`src/rtl/cond_logic_if.sv`:
```
// Decoder/ALU-side signal bundle for the conditional-execution unit.
// slave = cond_logic itself, master = the driving datapath (or bench).
interface cond_logic_if;
  logic [3:0] Cond;
  logic [3:0] ALUFlags;
  logic [1:0] FlagW;
  logic       PCS;
  logic       RegW;
  logic       MemW;
  logic       NoWrite;
  logic       MStart;
  logic       MDone;
  logic [1:0] MFlags;
  logic       PCSrc;
  logic       RegWrite;
  logic       MemWrite;
  logic       MRegWrite;
  logic       Busy;
  logic       CondEx;
  logic       Carry;
  logic [3:0] Flags;

  modport slave (
    input  Cond, ALUFlags, FlagW, PCS, RegW, MemW, NoWrite, MStart, MDone, MFlags,
    output PCSrc, RegWrite, MemWrite, MRegWrite, Busy, CondEx, Carry, Flags
  );

  modport master (
    output Cond, ALUFlags, FlagW, PCS, RegW, MemW, NoWrite, MStart, MDone, MFlags,
    input  PCSrc, RegWrite, MemWrite, MRegWrite, Busy, CondEx, Carry, Flags
  );
endinterface

```
`src/rtl/cond_logic.sv`:
```
// NZCV flag register, condition evaluation, write gating and the
// IDLE/BUSY sequencer for multi-cycle (MUL/DIV) operations.
module cond_logic (
  input  logic        CLK,
  input  logic        RESETn,
  cond_logic_if.slave bus
);
  typedef enum logic {S_IDLE = 1'b0, S_BUSY = 1'b1} state_t;

  state_t     r_state;
  logic [3:0] r_flags;
  logic       r_pend_nz;
  logic       r_pend_rw;

  logic w_n, w_z, w_c, w_v;
  logic w_condex;
  logic w_idle;

  assign {w_n, w_z, w_c, w_v} = r_flags;
  assign w_idle = (r_state == S_IDLE);

  always_comb begin
    w_condex = 1'b0;
    case (bus.Cond)
      4'b0000: w_condex = w_z;
      4'b0001: w_condex = ~w_z;
      4'b0010: w_condex = w_c;
      4'b0011: w_condex = ~w_c;
      4'b0100: w_condex = w_n;
      4'b0101: w_condex = ~w_n;
      4'b0110: w_condex = w_v;
      4'b0111: w_condex = ~w_v;
      4'b1000: w_condex = w_c & ~w_z;
      4'b1001: w_condex = ~w_c | w_z;
      4'b1010: w_condex = ~(w_n ^ w_v);
      4'b1011: w_condex = w_n ^ w_v;
      4'b1100: w_condex = ~w_z & ~(w_n ^ w_v);
      4'b1101: w_condex = w_z | (w_n ^ w_v);
      4'b1110: w_condex = 1'b1;
      default: w_condex = 1'b0;
    endcase
  end

  // Flags come from the stored register only: an instruction never sees its own update.
  always_ff @(posedge CLK or negedge RESETn) begin
    if (!RESETn) begin
      r_state   <= S_IDLE;
      r_flags   <= 4'b0000;
      r_pend_nz <= 1'b0;
      r_pend_rw <= 1'b0;
    end else begin
      case (r_state)
        S_IDLE: begin
          if (bus.MStart) begin
            if (w_condex) begin
              r_state   <= S_BUSY;
              r_pend_nz <= bus.FlagW[1];
              r_pend_rw <= bus.RegW & ~bus.NoWrite;
            end
          end else if (w_condex) begin
            if (bus.FlagW[1]) r_flags[3:2] <= bus.ALUFlags[3:2];
            if (bus.FlagW[0]) r_flags[1:0] <= bus.ALUFlags[1:0];
          end
        end
        S_BUSY: begin
          if (bus.MDone) begin
            r_state   <= S_IDLE;
            if (r_pend_nz) r_flags[3:2] <= bus.MFlags;
            r_pend_nz <= 1'b0;
            r_pend_rw <= 1'b0;
          end
        end
        default: r_state <= S_IDLE;
      endcase
    end
  end

  assign bus.CondEx    = w_condex;
  assign bus.PCSrc     = w_idle & bus.PCS & w_condex;
  assign bus.RegWrite  = w_idle & bus.RegW & w_condex & ~bus.NoWrite & ~bus.MStart;
  assign bus.MemWrite  = w_idle & bus.MemW & w_condex;
  assign bus.MRegWrite = ~w_idle & bus.MDone & r_pend_rw;
  assign bus.Busy      = ~w_idle;
  assign bus.Carry     = w_c;
  assign bus.Flags     = r_flags;
endmodule
```
`src/flat_wrapper.sv`:
```
// flat-port wrapper written by rule: the top's interface ports become plain ports
module cond_logic_flat 
  (CLK, RESETn, bus_Cond, bus_ALUFlags, bus_FlagW, bus_PCS, bus_RegW, bus_MemW, bus_NoWrite, bus_MStart, bus_MDone, bus_MFlags, bus_PCSrc, bus_RegWrite, bus_MemWrite, bus_MRegWrite, bus_Busy, bus_CondEx, bus_Carry, bus_Flags);
  cond_logic_if bus_i ();
  input  logic CLK;
  input  logic RESETn;
  input wire logic [$bits(bus_i.Cond)-1:0] bus_Cond;
  input wire logic [$bits(bus_i.ALUFlags)-1:0] bus_ALUFlags;
  input wire logic [$bits(bus_i.FlagW)-1:0] bus_FlagW;
  input wire logic [$bits(bus_i.PCS)-1:0] bus_PCS;
  input wire logic [$bits(bus_i.RegW)-1:0] bus_RegW;
  input wire logic [$bits(bus_i.MemW)-1:0] bus_MemW;
  input wire logic [$bits(bus_i.NoWrite)-1:0] bus_NoWrite;
  input wire logic [$bits(bus_i.MStart)-1:0] bus_MStart;
  input wire logic [$bits(bus_i.MDone)-1:0] bus_MDone;
  input wire logic [$bits(bus_i.MFlags)-1:0] bus_MFlags;
  output wire logic [$bits(bus_i.PCSrc)-1:0] bus_PCSrc;
  output wire logic [$bits(bus_i.RegWrite)-1:0] bus_RegWrite;
  output wire logic [$bits(bus_i.MemWrite)-1:0] bus_MemWrite;
  output wire logic [$bits(bus_i.MRegWrite)-1:0] bus_MRegWrite;
  output wire logic [$bits(bus_i.Busy)-1:0] bus_Busy;
  output wire logic [$bits(bus_i.CondEx)-1:0] bus_CondEx;
  output wire logic [$bits(bus_i.Carry)-1:0] bus_Carry;
  output wire logic [$bits(bus_i.Flags)-1:0] bus_Flags;
  assign bus_i.Cond = bus_Cond;
  assign bus_i.ALUFlags = bus_ALUFlags;
  assign bus_i.FlagW = bus_FlagW;
  assign bus_i.PCS = bus_PCS;
  assign bus_i.RegW = bus_RegW;
  assign bus_i.MemW = bus_MemW;
  assign bus_i.NoWrite = bus_NoWrite;
  assign bus_i.MStart = bus_MStart;
  assign bus_i.MDone = bus_MDone;
  assign bus_i.MFlags = bus_MFlags;
  assign bus_PCSrc = bus_i.PCSrc;
  assign bus_RegWrite = bus_i.RegWrite;
  assign bus_MemWrite = bus_i.MemWrite;
  assign bus_MRegWrite = bus_i.MRegWrite;
  assign bus_Busy = bus_i.Busy;
  assign bus_CondEx = bus_i.CondEx;
  assign bus_Carry = bus_i.Carry;
  assign bus_Flags = bus_i.Flags;
  cond_logic u_core (.CLK(CLK), .RESETn(RESETn), .bus(bus_i));
endmodule
```
`config.mk`:
```
export PLATFORM = sky130hd
export DESIGN_NAME = cond_logic_flat
export DESIGN_NICKNAME = d
export VERILOG_FILES = /design/src/rtl/cond_logic_if.sv /design/src/rtl/cond_logic.sv /design/src/flat_wrapper.sv
export SDC_FILE = /design/constraint.sdc
export NUM_CORES = 1
export LEC_CHECK = 0
export ABC_AREA = 1
export CAP_MARGIN = 30
export CORE_MARGIN = 2
export CORE_UTILIZATION = 43
export CTS_CLUSTER_SIZE = 25
export DETAILED_ROUTE_END_ITERATION = 12
export PLACE_DENSITY = 0.83
export SLEW_MARGIN = 40
export SYNTH_ARGS = -nofsm -noshare
export SYNTH_HDL_FRONTEND = slang
export SYNTH_SLANG_ARGS = --single-unit
```
`constraint.sdc`:
```
create_clock -name CLK -period 2.2 [get_ports CLK]
set_input_delay 0.22 -clock CLK [delete_from_list [all_inputs] [get_ports CLK]]
set_output_delay 0.22 -clock CLK [all_outputs]
set_load 0.005 [all_outputs]
```
-- Word level (Yosys, flattened, before mapping)
Cells that the tools add are included.
- register bits: 7
- input bits: 20
- output and inout bits: 11
- logic and storage cells: 72
- bitwise logic cells: 24
- reduce and logical (&&, ||, !) cells: 4
- eq/ne operators: 20
- muxes and demuxes: 19
- operator list (operator ; count):
    $eq A4 B4 Y1 const B ; 7
    $eq A4 B3 Y1 const B ; 4
    $pmux W1 S15 ; 1
    $and A1 B1 Y1 ; 13
    $ne A2 B2 Y1 const B ; 5
    $eq A4 B2 Y1 const B ; 2
    $mux W1 ; 8
    $mux W2 ; 4
    $mux W4 ; 2
    $not A1 Y1 ; 8
    $pmux W1 S2 ; 3
    $reduce_and A5 Y1 ; 1
    $eq A4 B1 Y1 const B ; 1
    $logic_not A4 Y1 ; 1
    $pmux W2 S2 ; 1
    $reduce_and A4 Y1 ; 1
    $reduce_and A3 Y1 ; 1
    $ne A2 B1 Y1 const B ; 1
    $or A1 B1 Y1 ; 2
    $xor A1 B1 Y1 ; 1

-- Longest topological paths before layout
Gate-level depths: netlist of the first run.
- depth after elaboration: 7
- depth in mapped cells: 13
- depth with buffers taken out: 13

-- Least setup slack after synthesis of the first run
OpenSTA, ideal clock, no wires.
- path kind: reg2out
- start: reg u_core.r_flags[0], in the netlist u_core.bus.Flags[0]
- end: out bus_RegWrite
- required time: 1.980 ns
- setup slack: 0.762 ns
- cell stages (with the launch flop): 12
- buffers on the path: 0
- arrival time: 1.218 ns
- cell sequence: dfrtp_1 > inv_1 > nand2_1 > nand2_1 > nand2_1 > nand2_1 > clkinv_1 > nand2_1 > nor2_2 > nand2_4 > inv_1 > nor3_1
- word-level cells in the longest chain between the ends: 7
- elaborated cells on any way between the ends: 9
- classes of those cells: mux (1); bitwise (8)
- ends and longest elaborated chain (item ; RTL line ; text):
    start: declaration ; cond_logic.sv:11 ; logic [3:0] r_flags;
    start signal: assignment ; cond_logic.sv:62 ; if (bus.FlagW[0]) r_flags[1:0] <= bus.ALUFlags[1:0];
    $xor A1 B1 Y1 ; - ;
    $not A1 Y1 ; cond_logic.sv:35, cond_logic.sv:37 ;
    $and A1 B1 Y1 ; cond_logic.sv:37 ; 4'b1100: w_condex = ~w_z & ~(w_n ^ w_v);
    $pmux W1 S15 (*) ; cond_logic.sv:24 ; case (bus.Cond)
    via bus_CondEx ; flat_wrapper.sv:22 ; output wire logic [$bits(bus_i.CondEx)-1:0] bus_CondEx;
    $and A1 B1 Y1 (*) (3 in a row) ; cond_logic.sv:80 ; assign bus.RegWrite = w_idle & bus.RegW & w_condex & ~bus.NoWrite & ~bus.MStart;
    end: declaration ; flat_wrapper.sv:18 ; output wire logic [$bits(bus_i.RegWrite)-1:0] bus_RegWrite;
Mark *: on every way through the listed nets, which the timed path passes. The rest lies on a longest branch.

-- Final worst setup path of the first run
- start: reg u_core.r_flags[1], in the netlist u_core.bus.Flags[1]
- end: out bus_RegWrite
- word-level cells in the longest chain between the ends: 6
- elaborated cells on any way between the ends: 7
- classes of those cells: mux (1); bitwise (6)
- ends and longest elaborated chain (item ; RTL line ; text):
    $not A1 Y1 ; cond_logic.sv:28, cond_logic.sv:34 ;
    $or A1 B1 Y1 ; cond_logic.sv:34 ; 4'b1001: w_condex = ~w_c | w_z;
    $pmux W1 S15 (*) ; cond_logic.sv:24 ;
    $and A1 B1 Y1 (*) (3 in a row) ; cond_logic.sv:80 ;
Every way passes the cells marked *; elsewhere a longest branch is shown, timed or not.

==> out/metrics.csv, run 1 <==
stage,metric,value,unit
cts,cts.path.max_buffers,2,
detailed_routing,drt-total-wl,1850,um
timing,setup_ws,0.252,ns
setup_path,ff2ff_setup_slack,0.61,ns
logic_synthesis,ys.flop_type,dfrtp_1,
floorplanning,fp.dieW,43.5,um
timing,clock_skew,0.000868,ns
place,dp.cells,166,
detailed_routing,vias_per_cell,4.84,
detailed_routing,firstDrtPassIters,4,
setup_path,endpoint,bus_RegWrite,
grt,grt_max_degree,9,
logic_synthesis,muxShareOfSynthArea,0,
timing,grt_setup_unrepaired,no,
detailed_routing,drc,0,
place,place.gp.congestion,0.925,
timing,max_slew_margin,0.809,
grt,grt_usage,0.213,
cts,htree_num_levels,1,
cts,tritoncts,built,
logic_synthesis,synthArstFlopShare,1.00,
floorplanning,dieArea,0.00189,sq mm
final_layout,areaGrowthSynthToFinish,58.7,%
detailed_routing,avgRoutedWirePerCell,10.7,um
place,pre_cts_ws,-0.144,ns
timing,min_period_over_period,0.886,
detailed_routing,drtIter0Drc,11,
setup_path,critPathMaxFanout,6,
setup_path,r2r-end,u_core.bus.Flags[3]$_DFFE_PN0P_,
final_layout,drive_gt1_frac,0.153,
logic_synthesis,yosys_warnings,0,
cts,cts_sinks,7,
timing,fmax,513,MHz
timing,setup_viol,0,
final_layout,nets,178,
logic_synthesis,ys_ff_latch,7,
timing,tightest_slew,0.285,ns
setup_path,cp.required,1.98,ns
floorplanning,die_height,43.5,um
final_layout,n_antenna_cell,0,
logic_synthesis,ys_types,17,
cts,clk_latency,0.25,ns
logic_synthesis,synthTopCellsByArea,"dfrtp_1 (26%), nand2_1 (22%), inv_1 (11%), nand3_1 (11%), nor2_1 (8.4%)",
grt,grt_overflow_total,0,
logic_synthesis,syn_area,669,sq um
timing,hold_slack,0.214,ns
min_path,min_path_type,primary input to async pin,
pwr,power_density,866,mW/mm^2
grt,grt_pass1_wl,2950,um
place,dp_hpwl,1500,um
logic_synthesis,synth_top_cell_area_share,0.262,
final_layout,multiInputGateArea,402,sq um
status,status,finished clean,
grt,first_global_vias,810,
logic_synthesis,synth_edf_count,0,
place,portBuffers,30,
pwr,p_total,920,uW
timing,slew_viol_final,0,
setup_path,endpoint_kind,output pin,
floorplanning,rows,14,
final_layout,fillCellCount,130,
logic_synthesis,synth.most_common_cell,nand2_1,
grt,antenna_found_initial,0,
floorplanning,ios,31,
timing,finalHoldViolCount,0,
logic_synthesis,syn_avg_cell_area,5.67,sq um
logic_synthesis,synth_common_cells,"nand2_1 (39), inv_1 (20), nand3_1 (15), nor2_1 (15), dfrtp_1 (7)",
logic_synthesis,synth_top_family_by_area,simple AND/OR/NAND/NOR gates,
logic_synthesis,syn_inst,118,
floorplanning,initial_utilization,0.450,
pwr,worst_ir_drop_vdd,0.629,mV
setup_path,startpoint,u_core.bus.Flags[1]$_DFFE_PN0P_,
final_layout,stdcell_count,173,
setup_path,rr_worst_depth,12,
logic_synthesis,synth_top_cell_by_area,dfrtp_1,
logic_synthesis,synth_compound_area_frac,0.0636,
final_layout,seqCellArea,178,sq um
job,cap_violations,0,
logic_synthesis,yosys.area_share.simple,0.529,
cts,cts_buffers,3,
logic_synthesis,ys_seq_area_frac,0.262,
timing,post-route-min-period,1.95,ns
setup_path,r2r_start,u_core.bus.Flags[1]$_DFFE_PN0P_,
logic_synthesis,synth_xor_area_frac,0,
detailed_routing,drtAntennaViolNets,0,
detailed_routing,vias,838,
pwr,total_leakage_power,0.578,nW
setup_path,cp-start-kind,flip-flop,
logic_synthesis,syn-num-nets,138,
setup_path,critical_path_class,flip-flop to output pin,
floorplanning,core-area,0.00149,sq mm
cts,cts-root-buf,clkbuf_4,
setup_path,arrival,1.73,ns
logic_synthesis,synthAdderAreaFrac,0,
cts,cts.clk_slew.worst_paths,0.05,ns
-- kinds of logic after synthesis --
family	count (synthesis)
flops	7
buf+inv	25
simple gates	78
compound gates	8
-- state kept, by name, summed over array words and instances (netlist names) --
register,flops
u_core.r_pend_rw,1
u_core.bus.Flags,4
u_core.r_pend_nz,1
u_core.bus.Busy,1
-- worst min-delay path by stage --
stage / start / end / slack [ns] / depth (start not counted)
2_1_floorplan: RESETn / u_core.bus.Busy$_DFF_PN0_ / -0.08 / 0
3_3_place_gp: RESETn / u_core.r_pend_rw$_DFFE_PN0P_ / 0.49 / 1
3_5_place_dp: RESETn / u_core.r_pend_rw$_DFFE_PN0P_ / 0.49 / 1
4_1_cts: RESETn / u_core.r_pend_rw$_DFFE_PN0P_ / 0.21 / 1
5_1_grt: RESETn / u_core.r_pend_rw$_DFFE_PN0P_ / 0.22 / 1
6_report: RESETn / u_core.r_pend_nz$_DFFE_PN0P_ / 0.21 / 1
-- power by group --
group	internal [mW]	switching, mW	total [mW]
registers	0.188	0.0793	0.267
logic	0.273	0.262	0.535
clock network	0.0693	0.0483	0.118
-- critical path, cell delays in order, from the launching register on --
cell           delay (ns)
dfrtp_1              0.45
inv_1                0.10
a21oi_1              0.16
nand2_1              0.07
nand2_1              0.07
nor2_2               0.04
nor2_2               0.13
nand2_4              0.06
inv_1                0.09
nor3_1               0.05
dlygate4sd2_1        0.26
-- routing by layer --
layer  global-route usage  share of wire  wire length [um]  vias up
met5                    0              0                 0        -
met4                0.127          0.018                34        0
met3               0.0667          0.045                83        4
met2                0.379           0.55              1010       30
met1                0.216           0.39               721      368
li1                     -              -                 -      436
-- repair_timing --
item                       in CTS  in global routing
buffers inserted                0                  3
setup endpoints to repair       4                  1
pin swaps                       0                  2
hold buffers                    0                  0
resized for setup               9                  5
-- through the flow --
step,setup TNS (ns),util,instance area [sq um]
finish,0,0.713,1060
global route,0,0.713,1060
CTS,0,0.693,1030
detailed placement,-0.371,0.675,1000
global placement,-0.308,0.675,1000
floorplan,0,-,669
-- layout by cell type, fill, tap and decap left out, types with 2 or more instances in the layout --
master | synthesis | routed
dlygate4sd2_1 | 0 | 6
nand3_1 | 15 | 15
dlymetal6s2s_1 | 0 | 2
clkbuf_4 | 0 | 3
dfrtp_2 | 0 | 2
nor2_1 | 15 | 13
buf_4 | 1 | 5
inv_1 | 20 | 19
a21oi_1 | 2 | 2
inv_2 | 2 | 3
nor2_2 | 4 | 6
nand2_1 | 39 | 39
o21ai_1 | 4 | 4
nand2_4 | 2 | 2
clkinv_1 | 2 | 2
clkdlybuf4s50_1 | 0 | 22
dfrtp_1 | 7 | 5
-- cell type report --
class,count,share of cell area
clock buffers,4,0.0247
inverters,24,0.0848
multi-input cells,86,0.378
flip-flops and latches,7,0.167
well taps,16,0.0188
repair buffers,36,0.326
Note: power is estimated with default switching activity, not from simulation.
==> run 2: changes to the inputs <==
--- a/config.mk
+++ b/config.mk
@@ -7,11 +7,13 @@
 export LEC_CHECK = 0
 export ABC_AREA = 1
 export CAP_MARGIN = 30
+export CELL_PAD_IN_SITES_DETAIL_PLACEMENT = 0
+export CELL_PAD_IN_SITES_GLOBAL_PLACEMENT = 1
 export CORE_MARGIN = 2
-export CORE_UTILIZATION = 43
+export CORE_UTILIZATION = 27
 export CTS_CLUSTER_SIZE = 25
 export DETAILED_ROUTE_END_ITERATION = 12
-export PLACE_DENSITY = 0.83
+export PLACE_DENSITY_LB_ADDON = 0.1
 export SLEW_MARGIN = 40
 export SYNTH_ARGS = -nofsm -noshare
 export SYNTH_HDL_FRONTEND = slang
==> out/metrics.csv, run 2 (synthesis gave the netlist of run 1 again) <==
stage,metric,value,unit,change
place,portBuffers,30,,unchanged
grt,grt_busiest_layer,met2,,unchanged
setup_path,cp-start-kind,flip-flop,,unchanged
timing,clock_skew,0.00204,ns,was 0.000868 ns
place,place.gp.congestion,0.815,,was 0.925
grt,met1_usage,0.132,,was 0.216
cts,tritoncts,built,,unchanged
final_layout,drive_gt1_frac,0.157,,was 0.153
final_layout,final_common_cell,nand2_1,,unchanged
setup_path,cp.required,1.98,ns,about the same
grt,antenna_found_initial,0,,unchanged
pwr,worst_ir_drop_vdd,0.704,mV,was 0.629 mV
status,status,finished clean,,unchanged
grt,first_global_vias,766,,was 810
setup_path,arrival,1.71,ns,was 1.73 ns
grt,grt_max_degree,8,,was 9
floorplanning,dieArea,0.00289,sq mm,was 0.00189 sq mm
floorplanning,rows,18,,was 14
floorplanning,ios,31,,unchanged
timing,grt_setup_unrepaired,no,,unchanged
final_layout,nets,180,,was 178
detailed_routing,vias_per_cell,4.39,,was 4.84
timing,slew_viol_final,0,,unchanged
detailed_routing,drt-total-wl,1770,um,was 1850 um
cts,htree_num_levels,1,,unchanged
timing,fmax,517,MHz,was 513 MHz
detailed_routing,drtIter0Drc,4,,was 11
final_layout,mostFrequentLayoutCells,"nand2_1 (39), clkdlybuf4s50_1 (22), inv_1 (19)",,unchanged
cts,cts_sinks,7,,unchanged
cts,hold_buffers,0,,unchanged
grt,grt_overflow_total,0,,unchanged
floorplanning,fp.dieW,53.8,um,was 43.5 um
setup_path,rr_worst_depth,12,,unchanged
setup_path,ff2ff_setup_slack,0.67,ns,was 0.61 ns
final_layout,largest_register_ffs,4,,unchanged
final_layout,areaGrowthSynthToFinish,63.7,%,was 58.7%
setup_path,endpoint_kind,output pin,,unchanged
floorplanning,core-area,0.00241,sq mm,was 0.00149 sq mm
timing,finalHoldViolCount,0,,unchanged
setup_path,critical_path_class,flip-flop to output pin,,unchanged
cts,clk_latency,0.25,ns,about the same
timing,tightest_slew,0.289,ns,was 0.285 ns
floorplanning,die_height,53.8,um,was 43.5 um
detailed_routing,drc,0,,unchanged
pwr,total_leakage_power,0.605,nW,was 0.578 nW
grt,use_met2,0.260,,was 0.379
final_layout,n_antenna_cell,0,,unchanged
timing,max_slew_margin,0.807,,was 0.809
detailed_routing,firstDrtPassIters,4,,unchanged
detailed_routing,drtAntennaViolNets,0,,unchanged
job,cap_violations,0,,unchanged
cts,cts.clk_slew.worst_paths,0.05,ns,about the same
timing,post-route-min-period,1.93,ns,was 1.95 ns
pwr,power_density,836,mW/mm^2,was 866 mW/mm^2
min_path,min_path_type,primary input to async pin,,unchanged
setup_path,r2r_start,u_core.bus.Flags[1]$_DFFE_PN0P_,,unchanged
setup_path,critPathMaxFanout,6,,unchanged
cts,cts-root-buf,clkbuf_4,,unchanged
grt,grt_pass1_wl,2860,um,was 2950 um
final_layout,fin_util,0.455,,was 0.713
floorplanning,initial_utilization,0.278,,was 0.450
cts,cts.path.max_buffers,2,,unchanged
grt,grtUsageMet3,0.0444,,was 0.0667
grt,grt_usage,0.135,,was 0.213
timing,tns,0,ns,unchanged
detailed_routing,avgRoutedWirePerCell,9.34,um,was 10.7 um
timing,setup_viol,0,,unchanged
cts,cts_buffers,3,,unchanged
detailed_routing,vias,830,,was 838
setup_path,r2r-end,u_core.bus.Flags[2]$_DFFE_PN0P_,,was u_core.bus.Flags[3]$_DFFE_PN0P_
timing,min_period_over_period,0.880,,was 0.886
place,dp_hpwl,1530,um,was 1500 um
[run 2: cell count changes in the layout (fill, tap and decap cells not counted), sizes merged]
cell          previous run  this run
dlygate4sd2              6         5
buf                      6         8
dlymetal6s2s             2         3
[run 2: worst max-delay path, stage by stage, from the launching register on]
cell	delay (ns)
dfrtp_1	0.43
inv_1	0.10
nand3_1	0.07
nand3_1	0.08
nand2_1	0.06
nand3_1	0.09
nor2_2	0.19
nand2_4	0.06
inv_1	0.09
nor3_1	0.05
dlygate4sd2_1	0.25
[run 2: repair_timing]
item / in CTS / in global routing
buffers inserted: 0 / 1
setup endpoints to repair: 4 / 3
pin swaps: 2 / 0
resized for setup: 8 / 5
cloned: 0 / 0
[run 2: final cells by class]
class                           instances  area [sq um]
Fill cell                             260          1310
Multi-Input combinational cell         86           399
Timing Repair Buffer                   38           365
Sequential cell                         7           178
Inverter                               24          90.1
Tap cell                               30          37.5
Clock buffer                            4          26.3
[run 2: worst max-delay path by stage]
stage	startpoint	endpoint	slack [ns]	depth (start not counted)
after floorplan	u_core.bus.Flags[0]$_DFFE_PN0P_	bus_RegWrite	0.76	11
after global placement	bus_Cond[3]	bus_RegWrite	-0.16	11
after detailed placement	bus_Cond[3]	bus_RegWrite	-0.11	12
after CTS	u_core.bus.Flags[0]$_DFFE_PN0P_	bus_MemWrite	0.0005	12
after global routing	u_core.bus.Flags[3]$_DFFE_PN0P_	bus_RegWrite	0.08	12
final	u_core.bus.Flags[1]$_DFFE_PN0P_	bus_RegWrite	0.27	10
[run 2: routing by layer]
metal / part of all wire / vias to the layer above
li1: - / 436
met1: 0.40 / 363
met2: 0.52 / 26
met3: 0.071 / 5
met4: 0.015 / 0
met5: 0 / -
[run 2: stage by stage]
| step | instance area [sq um] | cells | power (mW) | setup slack [ns] | hold WS [ns] |
|---|---|---|---|---|---|
| finish | 1100 | 189 | 0.917 | 0.265 | 0.217 |
| floorplan | 669 | 118 | 0.528 | 0.762 | -0.0756 |
| CTS | 1080 | 188 | 0.924 | 0.000459 | 0.217 |
| global route | 1100 | 189 | 1.01 | 0.0804 | 0.226 |
| detailed placement | 1050 | 184 | 0.799 | -0.115 | 0.490 |
| global placement | 1050 | 184 | 0.798 | -0.158 | 0.493 |
[run 2: where the power goes]
group | internal, mW | switching [mW] | leakage (nW)
clock network | 0.0689 | 0.0433 | 0.0150
registers | 0.188 | 0.0699 | 0.0883
logic | 0.281 | 0.265 | 0.502
